$ cat src/rtl/multicycle_control.sv
// rtl/multicycle_control.sv - multicycle FETCH/DECODE/EXEC/MEM/WB control FSM
// Optional CTRL_PERF_EN adds InstrCount/StallCount performance counters.
module multicycle_control #(
  parameter int OPW      = 3,
  parameter int WAIT_MAX = 0
) (
  input  logic           CLK,
  input  logic           Reset_n,
  input  logic           Start,
  input  logic           Halt,
  input  logic [OPW-1:0] Opcode,
  input  logic           FetchAck,
  input  logic           MemAck,
  output logic           FetchReq,
  output logic           InstrLoad,
  output logic           Branch,
  output logic           Load,
  output logic           Shift,
  output logic           ReadMem,
  output logic           WriteMem,
  output logic           Copy,
  output logic           WriteReg,
  output logic [1:0]     ALUOp,
  output logic           PCEn,
  output logic           Done,
  output logic           Illegal,
  output logic           Timeout
`ifdef CTRL_PERF_EN
  ,
  output logic [31:0]    InstrCount,
  output logic [31:0]    StallCount
`endif
);

  typedef enum logic [2:0] {
    S_IDLE, S_FETCH, S_DECODE, S_EXEC, S_MEM, S_WB, S_HALTED
  } state_t;

  localparam logic [2:0] OP_SB  = 3'd0;
  localparam logic [2:0] OP_LB  = 3'd1;
  localparam logic [2:0] OP_ADD = 3'd2;
  localparam logic [2:0] OP_CPY = 3'd5;
  localparam logic [2:0] OP_XOR = 3'd4;
  localparam logic [2:0] OP_SL  = 3'd6;
  localparam logic [2:0] OP_BNE = 3'd7;

  // Counter holds 0..WAIT_MAX-1; the WAIT_MAX-th unacked cycle is the timeout cycle.
  localparam int CW = (WAIT_MAX > 1) ? $clog2(WAIT_MAX) : 1;
  localparam logic [CW-1:0] WAIT_LIM = CW'((WAIT_MAX > 0) ? WAIT_MAX - 1 : 0);

  state_t        state, state_next;
  logic [2:0]    op_q;
  logic          halt_pend;
  logic [CW-1:0] wait_cnt;
  logic          opcode_illegal;
  logic          waiting;
  logic          timeout_hit;
  logic          in_op;
  state_t        boundary;

  generate
    if (OPW > 3) begin : g_wide_op
      assign opcode_illegal = |Opcode[OPW-1:3];
    end else begin : g_narrow_op
      assign opcode_illegal = 1'b0;
    end
  endgenerate

  assign waiting     = ((state == S_FETCH) && !FetchAck) || ((state == S_MEM) && !MemAck);
  assign timeout_hit = (WAIT_MAX > 0) && waiting && (wait_cnt == WAIT_LIM);
  assign in_op       = (state == S_EXEC) || (state == S_MEM) || (state == S_WB);
  // A Halt seen in the last cycle of an instruction stops at this same boundary.
  assign boundary    = (halt_pend || Halt) ? S_HALTED : S_FETCH;

  always_ff @(posedge CLK or negedge Reset_n) begin
    if (!Reset_n) begin
      state <= S_IDLE;
    end else begin
      state <= state_next;
    end
  end

  always_comb begin
    state_next = state;
    FetchReq   = 1'b0;
    InstrLoad  = 1'b0;
    Branch     = 1'b0;
    Load       = 1'b0;
    Shift      = 1'b0;
    ReadMem    = 1'b0;
    WriteMem   = 1'b0;
    Copy       = 1'b0;
    WriteReg   = 1'b0;
    ALUOp      = 2'b00;
    PCEn       = 1'b0;
    Done       = 1'b0;

    if (in_op) begin
      Load  = (op_q == OP_LB);
      Shift = (op_q == OP_SL);
      Copy  = (op_q == OP_CPY);
      case (op_q)
        OP_ADD:  ALUOp = 2'b01;
        OP_XOR:  ALUOp = 2'b10;
        OP_BNE:  ALUOp = 2'b11;
        default: ALUOp = 2'b00;
      endcase
    end

    case (state)
      S_IDLE: begin
        if (Start) state_next = S_FETCH;
      end
      S_FETCH: begin
        FetchReq = 1'b1;
        if (FetchAck) begin
          InstrLoad  = 1'b1;
          state_next = S_DECODE;
        end else if (timeout_hit) begin
          state_next = S_HALTED;
        end
      end
      S_DECODE: begin
        state_next = opcode_illegal ? S_HALTED : S_EXEC;
      end
      S_EXEC: begin
        if (op_q == OP_BNE) begin
          Branch     = 1'b1;
          PCEn       = 1'b1;
          state_next = boundary;
        end else if ((op_q == OP_SB) || (op_q == OP_LB)) begin
          state_next = S_MEM;
        end else begin
          state_next = S_WB;
        end
      end
      S_MEM: begin
        ReadMem  = (op_q == OP_LB);
        WriteMem = (op_q == OP_SB);
        if (MemAck) begin
          if (op_q == OP_LB) begin
            state_next = S_WB;
          end else begin
            PCEn       = 1'b1;
            state_next = boundary;
          end
        end else if (timeout_hit) begin
          state_next = S_HALTED;
        end
      end
      S_WB: begin
        WriteReg   = 1'b1;
        PCEn       = 1'b1;
        state_next = boundary;
      end
      S_HALTED: begin
        Done = 1'b1;
        if (Start) state_next = S_FETCH;
      end
      default: state_next = S_IDLE;
    endcase
  end

  always_ff @(posedge CLK or negedge Reset_n) begin
    if (!Reset_n) begin
      op_q      <= 3'd0;
      halt_pend <= 1'b0;
      wait_cnt  <= '0;
      Illegal   <= 1'b0;
      Timeout   <= 1'b0;
    end else begin
      if (state == S_DECODE) op_q <= Opcode[2:0];

      if ((state == S_HALTED) && Start) begin
        halt_pend <= 1'b0;
        Illegal   <= 1'b0;
        Timeout   <= 1'b0;
      end else begin
        if (Halt && (state != S_IDLE) && (state != S_HALTED)) halt_pend <= 1'b1;
        if ((state == S_DECODE) && opcode_illegal) Illegal <= 1'b1;
        if (timeout_hit) Timeout <= 1'b1;
      end

      if (state_next != state) begin
        wait_cnt <= '0;
      end else if (waiting && (WAIT_MAX > 0)) begin
        wait_cnt <= wait_cnt + 1'b1;
      end
    end
  end

`ifdef CTRL_PERF_EN
  always_ff @(posedge CLK or negedge Reset_n) begin
    if (!Reset_n) begin
      InstrCount <= 32'd0;
      StallCount <= 32'd0;
    end else if ((state == S_HALTED) && Start) begin
      InstrCount <= 32'd0;
      StallCount <= 32'd0;
    end else begin
      if (PCEn)    InstrCount <= InstrCount + 32'd1;
      if (waiting) StallCount <= StallCount + 32'd1;
    end
  end
`endif

endmodule

$ cat config.mk
export PLATFORM = sky130hd
export DESIGN_NAME = multicycle_control
export DESIGN_NICKNAME = d
export VERILOG_FILES = /design/src/rtl/multicycle_control.sv
export SDC_FILE = /design/constraint.sdc
export NUM_CORES = 1
export LEC_CHECK = 0
export CORE_MARGIN = 1
export CORE_UTILIZATION = 42
export CTS_BUF_LIST = sky130_fd_sc_hd__clkbuf_16
export DETAILED_ROUTE_END_ITERATION = 6
export PLACE_DENSITY_LB_ADDON = 0.15
export SLEW_MARGIN = 20
export SYNTH_ARGS = -nofsm -noshare
export SYNTH_HDL_FRONTEND = slang
export SYNTH_SLANG_ARGS = --single-unit
$ cat constraint.sdc
create_clock -name CLK -period 2 [get_ports CLK]
set_input_delay 0.4 -clock CLK [delete_from_list [all_inputs] [get_ports CLK]]
set_output_delay 0.4 -clock CLK [all_outputs]
set_load 0.005 [all_outputs]
==> After elaboration in Yosys (flattened, before gate mapping) <==
Index checks and enable logic that the tools add are counted.
{ "op_classes": {"n_eq_ne": 16, "mux": 27, "n_reduce_logical": 13} }
{ "ops": {"columns": ["operator", "count"], "rows": [
  ["$eq A3 B3 Y1 const B", 7],
  ["$mux W3", 6],
  ["$pmux W3 S6", 1],
  ["$mux W1", 17],
  ["$eq A3 B2 Y1 const B", 3],
  ["$eq A3 B1 Y1 const B", 2],
  ["$logic_not A3 Y1", 2],
  ["$pmux W2 S3", 1],
  ["$logic_or A1 B1 Y1", 4],
  ["$ne A2 B2 Y1 const B", 2],
  ["$logic_and A1 B1 Y1", 3],
  ["$ne A3 B3 Y1 const B", 1],
  ["$pmux W1 S3", 1],
  ["$reduce_and A3 Y1", 1],
  ["$reduce_bool A3 Y1", 1],
  ["$mux W2", 1],
  ["$ne A2 B1 Y1 const B", 1],
  ["$reduce_bool A2 Y1", 1],
  ["$reduce_or A2 Y1", 1]
]} }
{ "word_totals": {"reg_bits": 7, "in_bits": 9, "elab_cells": 59} }

==> Logic depth before layout (Yosys ltp) <==
{ "depth": {"ltp_word": 5, "ltp_mapped": 6} }

==> Least setup slack after synthesis <==
No wires, ideal clock.
{ "synth_path": {"path_type": "flip-flop to output port", "startpoint": "register op_q[2]", "endpoint": "output PCEn", "arrival_ns": 1.204, "required_time_ns": 1.600, "path_slack_ns": 0.396, "stages_incl_launch_ff": 6, "path_buffers": 2, "cell_sequence": "dfrtp_1 buf_6 or3b_1 buf_2 a21oi_1 o22ai_1"} }
{ "synth_between": {"elab_chain_cells": 4, "elab_cells_between_ends": 6} }
{ "synth_rtl": {"columns": ["item", "line_no", "text"], "rows": [
  ["start: declaration", "52", "logic [2:0] op_q;"],
  ["start signal: assignment", "172", "if (state == S_DECODE) op_q <= Opcode[2:0];"],
  ["$eq A3 B1 Y1", "141", "if (op_q == OP_LB) begin"],
  ["$mux W1", "141", null],
  ["$mux W1", "140", "if (MemAck) begin"],
  ["$pmux W1 S3 (*)", "110", "case (state)"],
  ["end: declaration", "24", "output logic PCEn,"]
]} }
Every way passes the cells marked *; elsewhere a longest branch is shown, timed or not.

==> Worst setup path after layout <==
{ "layout_path": {"startpoint": "register state[2]", "endpoint": "output InstrLoad"} }
{ "layout_between": {"elab_chain_cells": 2} }
{ "layout_rtl": {"columns": ["item", "line_no", "text"], "rows": [
  ["start: declaration", "51", "state_t state, state_next;"],
  ["start signal: assignment", "79", "state <= state_next;"],
  ["$eq A3 B1 Y1", "110", null],
  ["$mux W1", "110", null],
  ["end: declaration", "15", "output logic InstrLoad,"]
]} }
No other way between the ends.

==> impl_metrics.ini <==
[outcome]
status = finished, final reports clean

[timing]
grt_setup_unrepaired = false
tns_ns = 0
hold_viol_final = 0
setup_viol = 0
max_freq_ghz = 0.520
fin_crit_sh_pct = 96.2
fin_worst_skew_ns = 0.000774
drv_slew = 0
layout_min_cycle_time_ns = 1.92

[setup_path]
critical_path_class = register to output port
crit-reg2reg-launch = state[2]$_DFFE_PN0P_
critPathCaptureType = output port
crit_arrival_ns = 1.52
cp_top_family = buffers and inverters
reg2reg_to = state[2]$_DFFE_PN0P_
crit_start = state[2]$_DFFE_PN0P_
worstPathMaxFanout = 6
ff2ff_setup_slack_ns = 0.29
cp.buffers_inverters = 3
worstSetupStartpointType = register
required_ns = 1.60
critPathMaxStageDelay_ns = 0.41
crit_end = InstrLoad
cp_cell_sequence = buf_6 > nor3b_4 > buf_4 > and2_1 > dlygate4sd2_1
cp_slowest_cell = dfrtp_1
reg2reg_depth = 7
worst-path-stages = 5

[place]
gp_congestion = 0.845
port_buffers = 21
dp_cells = 117
dp_hpwl_um = 1180

[global_routing]
overflow = 0
grt_first_pass_wirelength_um = 2730
grt_pass1_vias = 636
grt_use_total_pct = 26.1
grt_max_degree = 10
antenna_found_initial = 0

[synth]
yosysWarnings = 0
synth_top_family_by_area = simple AND/OR/NAND/NOR gates
ys_types = 36
yosysSeqAreaShare_pct = 28.2
synth_mux_area_share_pct = 7.04
synth-simple-area-share_pct = 34.4
syn_avg_cell_area_sq_um = 8.18
syn_inst = 76
synth-xor-area-share_pct = 2.82
yosysTopAreaCellShare_pct = 28.2
synth_compound_area_share_pct = 17.5
yosysTopAreaCell = dfrtp_1
synthTopCellsByArea = dfrtp_1 (28%), nor2_1 (6.6%), mux2_2 (5.4%)
synthAdderAreaFrac_pct = 0
mappedNetlistArea_sq_um = 622
ys_ff_latch = 7

[power_and_ir_drop]
power.density_mw_per_mm2 = 1650
irDropWorstVdd_mv = 1.19
p_leak_nw = 0.560

[detailed_routing]
via_count = 718
wl_per_cell_um = 15.2
first_iter_violations = 14
drt_first_pass_iters = 4
drtAntennaViolNets = 0
drc = 0
viasPerCell = 5.61
wirelength_um = 1940

[die]
start_util_pct = 46.6
die_w_um = 40.5
dieArea_sq_mm = 0.00164
rows = 13
io_pins = 24
die_y_um = 40.5
core_area_sq_mm = 0.00133

[final_layout]
drive_above_1_share_pct = 33.6
multi_input_area_sq_um = 438
nets = 123
insertedDiodeCount = 0
fillers = 97
seq_area_sq_um = 178
instances_no_fill = 128
syn_to_final_growth_pct = 73.6

[worst_hold_path]
hold_path.class = input port to async pin

[clock_network]
clock_latency_ns = 0.23
cts_buffers = 3
cts_buffer_depth = 2
htree_levels = 1
clkSinkCount = 7
clockRootBuffer = clkbuf_16
tritoncts = built
clk_pin_slew_ns = 0.03

[job]
maxCapViolations = 0
==> per-stage QoR <==
stage	power, mW	instance area (sq um)	utilization [%]	worst slack (ns)	hold WS [ns]
floorplan	0.868	626	-	0.396	0.104
global placement	1.20	893	67.0	0.0134	0.578
detailed placement	1.22	893	67.0	0.00830	0.578
CTS	1.68	1040	78.1	0.00365	0.430
global route	1.91	1080	81.0	0.0139	0.452
finish	1.78	1080	81.0	0.0768	0.424
==> cell families (layout without fill, tap and decap cells) <==
group / count (synthesis) / count (layout)
AND/OR/NAND/NOR: 38 / 38
AO/OA/AOI/OAI: 15 / 15
buffers and inverters: 9 / 45
flip-flops: 7 / 7
multiplexers: 4 / 4
XOR/XNOR: 2 / 2
other: 1 / 2
==> how the worst min path moves through the flow <==
stage / endpoint / startpoint / depth (start not counted)
floorplan: halt_pend$_DFFE_PN0P_ / Reset_n / 0
global placement: state[2]$_DFFE_PN0P_ / state[2]$_DFFE_PN0P_ / 1
detailed placement: state[2]$_DFFE_PN0P_ / state[2]$_DFFE_PN0P_ / 1
CTS: op_q[2]$_DFFE_PN0N_ / Reset_n / 1
global route: op_q[2]$_DFFE_PN0N_ / Reset_n / 1
finish: op_q[2]$_DFFE_PN0N_ / Reset_n / 1
==> layer usage <==
metal	part of all wire (%)	wire length [um]	up-vias	GRT usage, %
met4	1.4	27	0	15.0
met1	41	805	340	31.3
met2	51	999	32	42.9
li1	-	-	342	-
met3	5.6	109	4	5.00
met5	0	0	-	0
==> cells in the final DEF, fill, tap and decap left out, drive strengths merged, types with 2 or more instances in the layout <==
cell type | netlist | layout
nand2 | 4 | 4
mux2 | 3 | 3
nor3 | 3 | 3
and2 | 3 | 3
nor2b | 2 | 2
nor3b | 3 | 3
nor2 | 11 | 11
dlygate4sd2 | 0 | 9
conb | 1 | 2
a21oi | 5 | 5
buf | 9 | 20
clkbuf | 0 | 3
dfrtp | 7 | 7
dlymetal6s2s | 0 | 4
clkdlybuf4s50 | 0 | 8
o21ai | 2 | 2
nand2b | 3 | 3
==> report_power, final <==
group / switching [mW] / internal [mW] / total, mW / leakage, nW
clock network: 0.0662 / 0.259 / 0.325 / 0.0423
registers: 0.0801 / 0.222 / 0.302 / 0.0793
logic: 0.528 / 0.625 / 1.15 / 0.438
==> cell usage after synthesis <==
cell	n
a221oi_2	1
buf_6	1
nand2_1	4
nor4b_1	1
nor2_1	11
dfrtp_1	7
nand3b_1	1
nor4_1	1
xnor2_1	1
a21oi_2	1
mux2i_1	1
or3b_1	1
conb_1	1
a211oi_1	1
and2_1	3
a21oi_1	4
nand4b_1	1
a31oi_1	1
nor3_1	3
nand2b_1	3
nand3_1	1
buf_4	3
and2b_2	1
o2bb2ai_1	1
o22ai_1	1
a22oi_1	1
buf_2	5
nor3b_1	3
o21ai_0	2
and4b_1	1
a221o_1	1
o41ai_1	1
nor2b_1	2
mux2_2	3
xor2_1	1
and3_1	1
==> timing repair <==
item | in CTS | in global routing
pin swaps | 4 | 0
endpoints found under the setup margin | 10 | 4
resized for setup | 18 | 9
hold buffers | 0 | 0
buffers inserted | 6 | 1
==> flip-flops by register name (all words and copies together), names as in the netlist <==
signal     cells
op_q           3
halt_pend      1
state          3
==> cell type report <==
class                           instances  share of cell area [%]
Timing Repair Buffer                   41                    34.0
Clock buffer                            3                    6.95
Sequential cell                         7                    16.5
Clock inverter                          1                   0.348
Multi-Input combinational cell         61                    40.6
Tap cell                               15                    1.74
(Power assumes the default switching activity.)
